===== src/rtl/vlc_input_conditioner.sv =====
// Input front end for the vehicle lighting controller: synchronises and debounces
// the three driver switches, arbitrates them into one mode and paces lamp steps.
module vlc_input_conditioner #(
  parameter int unsigned DEBOUNCE_CYCLES = 16,
  parameter int unsigned TICK_DIV        = 4
) (
  input  logic clk,
  input  logic rst,
  input  logic turn_left_raw,
  input  logic turn_right_raw,
  input  logic emergency_raw,
  output logic turn_left,
  output logic turn_right,
  output logic emergency,
  output logic step_tick
);

  localparam int unsigned CW = $clog2(DEBOUNCE_CYCLES);
  localparam int unsigned TW = $clog2(TICK_DIV);
  localparam logic [CW-1:0] CNT_MAX  = CW'(DEBOUNCE_CYCLES - 1);
  localparam logic [TW-1:0] TICK_MAX = TW'(TICK_DIV - 1);

  // Bit 0 = left, bit 1 = right, bit 2 = emergency throughout.
  logic [2:0]    raw;
  logic [2:0]    s1;
  logic [2:0]    s2;
  logic [2:0]    stable;
  logic [CW-1:0] cnt [3];
  logic [2:0]    mode;
  logic [2:0]    mode_next;
  logic [TW-1:0] tick_cnt;

  assign raw  = {emergency_raw, turn_right_raw, turn_left_raw};
  assign mode = {emergency, turn_right, turn_left};

  // Two-flop synchroniser followed by a per-input stability counter.
  always_ff @(posedge clk) begin
    if (rst) begin
      s1     <= '0;
      s2     <= '0;
      stable <= '0;
      for (int i = 0; i < 3; i++) cnt[i] <= '0;
    end else begin
      s1 <= raw;
      s2 <= s1;
      for (int i = 0; i < 3; i++) begin
        if (s2[i] == stable[i]) begin
          cnt[i] <= '0;
        end else if (cnt[i] == CNT_MAX) begin
          stable[i] <= s2[i];
          cnt[i]    <= '0;
        end else begin
          cnt[i] <= cnt[i] + CW'(1);
        end
      end
    end
  end

  // Hazard wins; both turns together also mean hazard. Result is one-hot or zero.
  always_comb begin
    mode_next = 3'b000;
    if (stable[2] || (stable[0] && stable[1])) begin
      mode_next = 3'b100;
    end else if (stable[0]) begin
      mode_next = 3'b001;
    end else if (stable[1]) begin
      mode_next = 3'b010;
    end
  end

  // A mode change restarts the step period so the first step is a full period later.
  always_ff @(posedge clk) begin
    if (rst) begin
      turn_left  <= 1'b0;
      turn_right <= 1'b0;
      emergency  <= 1'b0;
      tick_cnt   <= '0;
      step_tick  <= 1'b0;
    end else begin
      {emergency, turn_right, turn_left} <= mode_next;
      if (mode_next != mode) begin
        tick_cnt  <= '0;
        step_tick <= 1'b0;
      end else if (tick_cnt == TICK_MAX) begin
        tick_cnt  <= '0;
        step_tick <= 1'b1;
      end else begin
        tick_cnt  <= tick_cnt + TW'(1);
        step_tick <= 1'b0;
      end
    end
  end

endmodule


===== config.mk =====
export PLATFORM = sky130hd
export DESIGN_NAME = vlc_input_conditioner
export DESIGN_NICKNAME = d
export VERILOG_FILES = /design/src/rtl/vlc_input_conditioner.sv
export SDC_FILE = /design/constraint.sdc
export NUM_CORES = 1
export LEC_CHECK = 0
export BUFFER_PORTS_ARGS = -buffer_cell sky130_fd_sc_hd__buf_2
export CAP_MARGIN = 20
export CORE_ASPECT_RATIO = 1.2
export CORE_UTILIZATION = 40
export DETAILED_ROUTE_END_ITERATION = 10
export HOLD_SLACK_MARGIN = 0.08
export PLACE_DENSITY = 0.53
export SYNTH_ARGS = -nofsm -noshare
export SYNTH_HDL_FRONTEND = slang
export SYNTH_SLANG_ARGS = --single-unit

===== constraint.sdc =====
create_clock -name clk -period 2.2 [get_ports clk]
set_input_delay 0.22 -clock clk [delete_from_list [all_inputs] [get_ports clk]]
set_output_delay 0.22 -clock clk [all_outputs]
set_load 0.05 [all_outputs]

==> metrics, run 1 <==
synth top area cells edfxtp_1 (31%), dfxtp_1 (26%), nor2_1 (5.9%), ha_1 (4.3%), nor2b_1 (3.8%); share of the clock period used by the worst path 70.95%; most frequent cells in the layout nor2_1 (18), dfxtp_1 (15), edfxtp_1 (12), conb_1 (12), buf_2 (8); antenna-violating nets left 0; clk sinks 27; Antenna Cells 0; largest net degree at the start of global routing 19; Crit. End Element flip-flop; hold endpoint s1[1]; Int Power 636.9 µW; combinational power share 5.9%; peak supply drop 398.1 µV; H-tree levels 1; via count 687; first-pass GRT wire length 2.711 mm; DR pass1 iterations 4; drt drc 0; crit-path max FO 4; initial antenna violation count 0; Max Slew Vio Count 0; Avg Inst Size Synth 11.52 µm²; area delta synth->final 10.64%; hold path depth 2; CTS tree yes; Starting Density 43.86%; Post-synth EDFFs 12; R2R setup slack 0.64 ns; post-cts resize count 0; setup bufs post-CTS 0; Ys Warns 0; worst-skew pair later-pin latency 0.31 ns; clock power share 25.1%; Mapped Cells 100; Die Wd 51.00 µm; Cell Area, Synth 1152 µm²; Fin Setup TNS 0 ns; CTS Buf Count 3; largest area contributor in the netlist edfxtp_1; Fmax 640.7 MHz; dpl hpwl 1.188 mm; worst clock skew 0.002022 ns; power density over the cells 632.5 nW/µm²; Die Y 60.80 µm; reg2reg end cnt[0][1]; Leakage 0.0005320 µW; final instance area 1275 µm²; Req. time, crit path 2.37 ns; initial drt markers 11; Net Sw Power 169.5 µW; Setup CP Type flip-flop to flip-flop; vias in the first global route 624; Port Buffers 8; WP data arrival 1.73 ns; Max Root-Sink Buffers 2; maxcap violations 0; GRT overflow 0; Sequential Power Share 68.9%; commonest non-fill, non-tap cell in the layout nor2_1; nets 130; status completed; Core Area 2628 µm²; Clock Pin Slew Worst Setup and Hold Paths 0.13 ns; Hold Path Origin turn_right_raw; RSZ-0062 raised after global routing false; area of placed instances 1249 µm²; # IOs 9; setup violators final 0; Switching Fraction 21.02%; Yosys cell types 27; R2R depth 4; total global-route track usage 12.22%; WL per Instance 10.08 µm; Die ar. 3100 µm²; Yosys reg bits 27; share of cells above drive strength 1 11.67%; WL final 1.543 mm; # rows 20; minimum clock period 1.561 ns; cts hold-fix bufs 0; sequential fraction of the synthesis area 57.33%; via density per instance 4.490; HP Class input pin to flip-flop; Main synth FF type dfxtp_1; share of synthesized registers carrying an async set or reset 0%; crit path launch type flip-flop; CTS root buffer clkbuf_4; Final Hold Vio Count 0; FILL cells 263; Final Wtd Congestion 0.7365; reg2reg start cnt[0][0]; post-synth top area share 31.27%
[power by group through the flow]
stage | clock [µW] | combinational [µW] | sequential, µW
6_report | 203 | 48.0 | 556
5_1_grt | 238 | 57.8 | 559
4_1_cts | 215 | 48.1 | 556
3_5_place_dp | 0 | 48.0 | 568
3_3_place_gp | 0 | 46.6 | 567
2_1_floorplan | 0 | 35.0 | 567
[routing by layer]
layer	vias to the layer above	GRT usage [%]	share of wire (%)
met5	-	0	0
met4	0	5.952	0.97
met3	2	2.506	3.2
met2	7	19.74	46
met1	310	15.65	50
li1	368	-	-
[worst max-delay path, stage by stage, from the launching register on]
cell and delay [ns]:
edfxtp_1 0.43, ha_1 0.24, and3_1 0.21, or3_1 0.41
nor2_1 0.14
[state kept, by name, summed over array words and instances, names as in the netlist]
signal      flops
s2              3
step_tick       1
turn_left       1
cnt            12
turn_right      1
stable          3
emergency       1
s1              3
tick_cnt        2
[metrics by stage]
stage / power, µW / worst slack (ns) / instances / util, % / hold slack (ns)
after floorplan: 602.2 / 0.6157 / 111 / - / 0.2916
after global placement: 613.2 / 0.6887 / 149 / 47.52 / 0.4167
after detailed placement: 615.7 / 0.6550 / 149 / 47.52 / 0.4220
after CTS: 819.2 / 0.6250 / 153 / 48.52 / 0.09967
after global routing: 855.1 / 0.5513 / 153 / 48.52 / 0.09946
final: 806.4 / 0.6392 / 153 / 48.52 / 0.1123
[worst max path at each step]
| stage | startpoint | to | slack [ns] | cells after the start |
|---|---|---|---|---|
| floorplan | turn_left | step_tick | 0.62 | 4 |
| global placement | cnt[0][0] | cnt[0][3] | 0.69 | 4 |
| detailed placement | cnt[0][0] | cnt[0][1] | 0.66 | 4 |
| CTS | cnt[0][0] | cnt[0][1] | 0.63 | 4 |
| global route | cnt[0][0] | cnt[0][1] | 0.55 | 4 |
| finish | cnt[0][0] | cnt[0][1] | 0.64 | 4 |
[cell usage after synthesis (all sizes together) (2+ instances only)]
| cell type | instances |
|---|---|
| nand3 | 4 |
| nor3 | 3 |
| ha | 4 |
| xor2 | 4 |
| nor2 | 18 |
| or3 | 3 |
| edfxtp | 12 |
| nor2b | 7 |
| nor4b | 2 |
| dfxtp | 15 |
| xnor2 | 5 |
| inv | 3 |
| nand2b | 4 |
| buf | 2 |
| and3 | 2 |
| mux2i | 3 |
[area by class of cell]
class	instances	area [µm²]	area share (%)
sequential	27	660.6	51.82
inverter	3	11.26	0.8832
tap	33	41.29	3.238
multi-input combinational	78	495.5	38.86
clock buffer	4	26.28	2.061
timing repair buffer	8	40.04	3.140
[logic make-up after synthesis]
family                   after synthesis  synth area share, %
AND/OR/NAND/NOR                       46                21.50
flip-flops                            27                57.33
XOR/XNOR                               9                6.840
buffers and inverters                  6                3.257
adder cells (fa/ha/maj)                4                4.343
AO/OA/AOI/OAI                          4                3.800
multiplexers                           3                2.606
other                                  1               0.3254
Note: power is estimated with default switching activity, not from simulation.
==> run 2: changes to the inputs <==
Settings changed: PLACE_DENSITY 0.53 to 0.55.
Clock period 2.2 ns to 1.3 ns, I/O delays scaled along.
==> metrics, run 2 (synthesis gave the netlist of run 1 again) <==
H-tree levels 1 (unchanged); via count 764 (was 687); peak supply drop 742.8 µV (was 398.1 µV); Max Slew Vio Count 0 (unchanged); vias in the first global route 783 (was 624); Worst Path Buf+Inv 0 (unchanged); total global-route track usage 13.77% (was 12.22%); maxcap violations 0 (unchanged); failing checks setup timing; crit path launch type flip-flop (unchanged); drt drc 0 (unchanged); largest net degree at the start of global routing 19 (unchanged); power density over the cells 932.6 nW/µm² (was 632.5 nW/µm²); dpl hpwl 1.255 mm (was 1.188 mm); Req. time, crit path 1.50 ns (was 2.37 ns); most frequent cells in the layout buf_4 (14), nor2_1 (12), edfxtp_1 (12), conb_1 (12), dfxtp_1 (11) (was nor2_1 (18), dfxtp_1 (15), edfxtp_1 (12), conb_1 (12), buf_2 (8)); antenna-violating nets left 0 (unchanged); Int Power 1094 µW (was 636.9 µW); Fin Setup TNS -0.5048 ns (was 0 ns); WL per Instance 10.24 µm (was 10.08 µm); setup violators final 8 (was 0); status complete, but fails checks (was completed); commonest non-fill, non-tap cell in the layout buf_4 (was nor2_1); worst path cell trace ha_2 > and3_4 > or3_4 > nor2_1 (was ha_1 > and3_1 > or3_1 > nor2_1); Die Y 60.80 µm (unchanged); area delta synth->final 30.18% (was 10.64%); Max Root-Sink Buffers 2 (unchanged); clk sinks 27 (unchanged); WL final 1.740 mm (was 1.543 mm); final instance area 1500 µm² (was 1275 µm²); HP Class input pin to flip-flop (unchanged); Die Wd 51.00 µm (unchanged); Setup CP Type flip-flop to flip-flop (unchanged); via density per instance 4.494 (was 4.490); CTS tree yes (unchanged); DR pass1 iterations 3 (was 4); WP data arrival 1.58 ns (was 1.73 ns); # IOs 9 (unchanged); area of placed instances 1354 µm² (was 1249 µm²); Final WS setup -0.08224 ns (was 0.6392 ns); crit-path max FO 4 (unchanged); Sequential Power Share 66.8% (was 68.9%); Leakage 0.0006196 µW (was 0.0005320 µW); register area 673.1 µm² (was 660.6 µm²); # rows 20 (unchanged); worst clock skew 0.006941 ns (was 0.002022 ns); CTS root buffer clkbuf_4 (unchanged); worst-skew pair later-pin latency 0.32 ns (was 0.31 ns); Final Wtd Congestion 0.7401 (was 0.7365); Port Buffers 8 (unchanged); GRT overflow 0 (unchanged); nets 147 (was 130); Net Sw Power 304.6 µW (was 169.5 µW); FILL cells 236 (was 263); initial drt markers 12 (was 11); Antenna Cells 0 (unchanged); Fmax 723.5 MHz (was 640.7 MHz); initial antenna violation count 0 (unchanged); CP delay by family, top simple AND/OR/NAND/NOR gates (unchanged); minimum clock period 1.382 ns (was 1.561 ns); max reg flops 12 (unchanged); Clock Pin Slew Worst Setup and Hold Paths 0.14 ns (was 0.13 ns); area of the multi-input gates 573.1 µm² (was 495.5 µm²); Starting Density 43.86% (unchanged); crit-path max cell delay 0.42 ns (was 0.43 ns); share of cells above drive strength 1 35.04% (was 11.67%); Final Hold Vio Count 0 (unchanged); Largest Register cnt (unchanged); share of the clock period used by the worst path 106.3% (was 70.95%); hold slack 0.1616 ns (was 0.1123 ns); Switching Fraction 21.77% (was 21.02%); Die ar. 3100 µm² (unchanged); slowest CP cell edfxtp_1 (unchanged); RSZ-0062 raised after global routing true (was false); combinational power share 8.2% (was 5.9%); CTS Buf Count 3 (unchanged); first-pass GRT wire length 3.111 mm (was 2.711 mm); Final Total Pwr 1399 µW (was 806.4 µW); clock power share 25.1% (about the same); Core Area 2628 µm² (unchanged); Crit. End Element flip-flop (unchanged)
run 2: layer usage:
metal / part of all wire, % / GRT usage [%]
met5: 0 / 0
met4: 2.4 / 8.333
met3: 2.9 / 2.506
met2: 51 / 25.38
met1: 44 / 14.58
run 2: repair_timing:
item	CTS	global route
setup buffers	1	3
setup endpoints to repair	9	15
hold buffers	3	0
resized for setup	4	12
endpoints found under the hold margin	3	0
pin swaps	7	8
run 2: power by group through the flow:
stage	registers, µW	logic [µW]	clock network [µW]
floorplan	958	61.7	0
global placement	956	92.3	0
detailed placement	958	95.8	0
CTS	939	105	376
global route	939	128	401
finish	934	114	351
run 2: path summary, 6_finish.rpt:
check | start | endpoint | slack [ns] | depth (start not counted)
max | cnt[0][1] | cnt[0][2] | -0.08 | 4
min | rst | stable[0] | 0.16 | 2
max reg2reg | cnt[0][1] | cnt[0][2] | -0.08 | 4
min reg2reg | s1[0] | s2[0] | 0.45 | 1
run 2: through the flow:
step	util, %	worst slack [ns]	std cells
CTS	54.43	-0.1063	167
global placement	51.52	-0.06003	159
floorplan	-	-0.04249	111
detailed placement	51.52	-0.08700	159
finish	57.10	-0.08224	170
global route	57.10	-0.1391	170
run 2: worst register-to-register path, stage by stage, from the launching register on:
cell and delay [ns]:
edfxtp_1 0.42, ha_2 0.20, and3_4 0.17, or3_4 0.36
nor2_1 0.11
run 2: area by class of cell:
class	instances	area share, %
Timing Repair Buffer	25	11.68
Clock buffer	4	1.751
Tap cell	33	2.752
Multi-Input combinational cell	78	38.20
Inverter	3	0.7506
Sequential cell	27	44.87
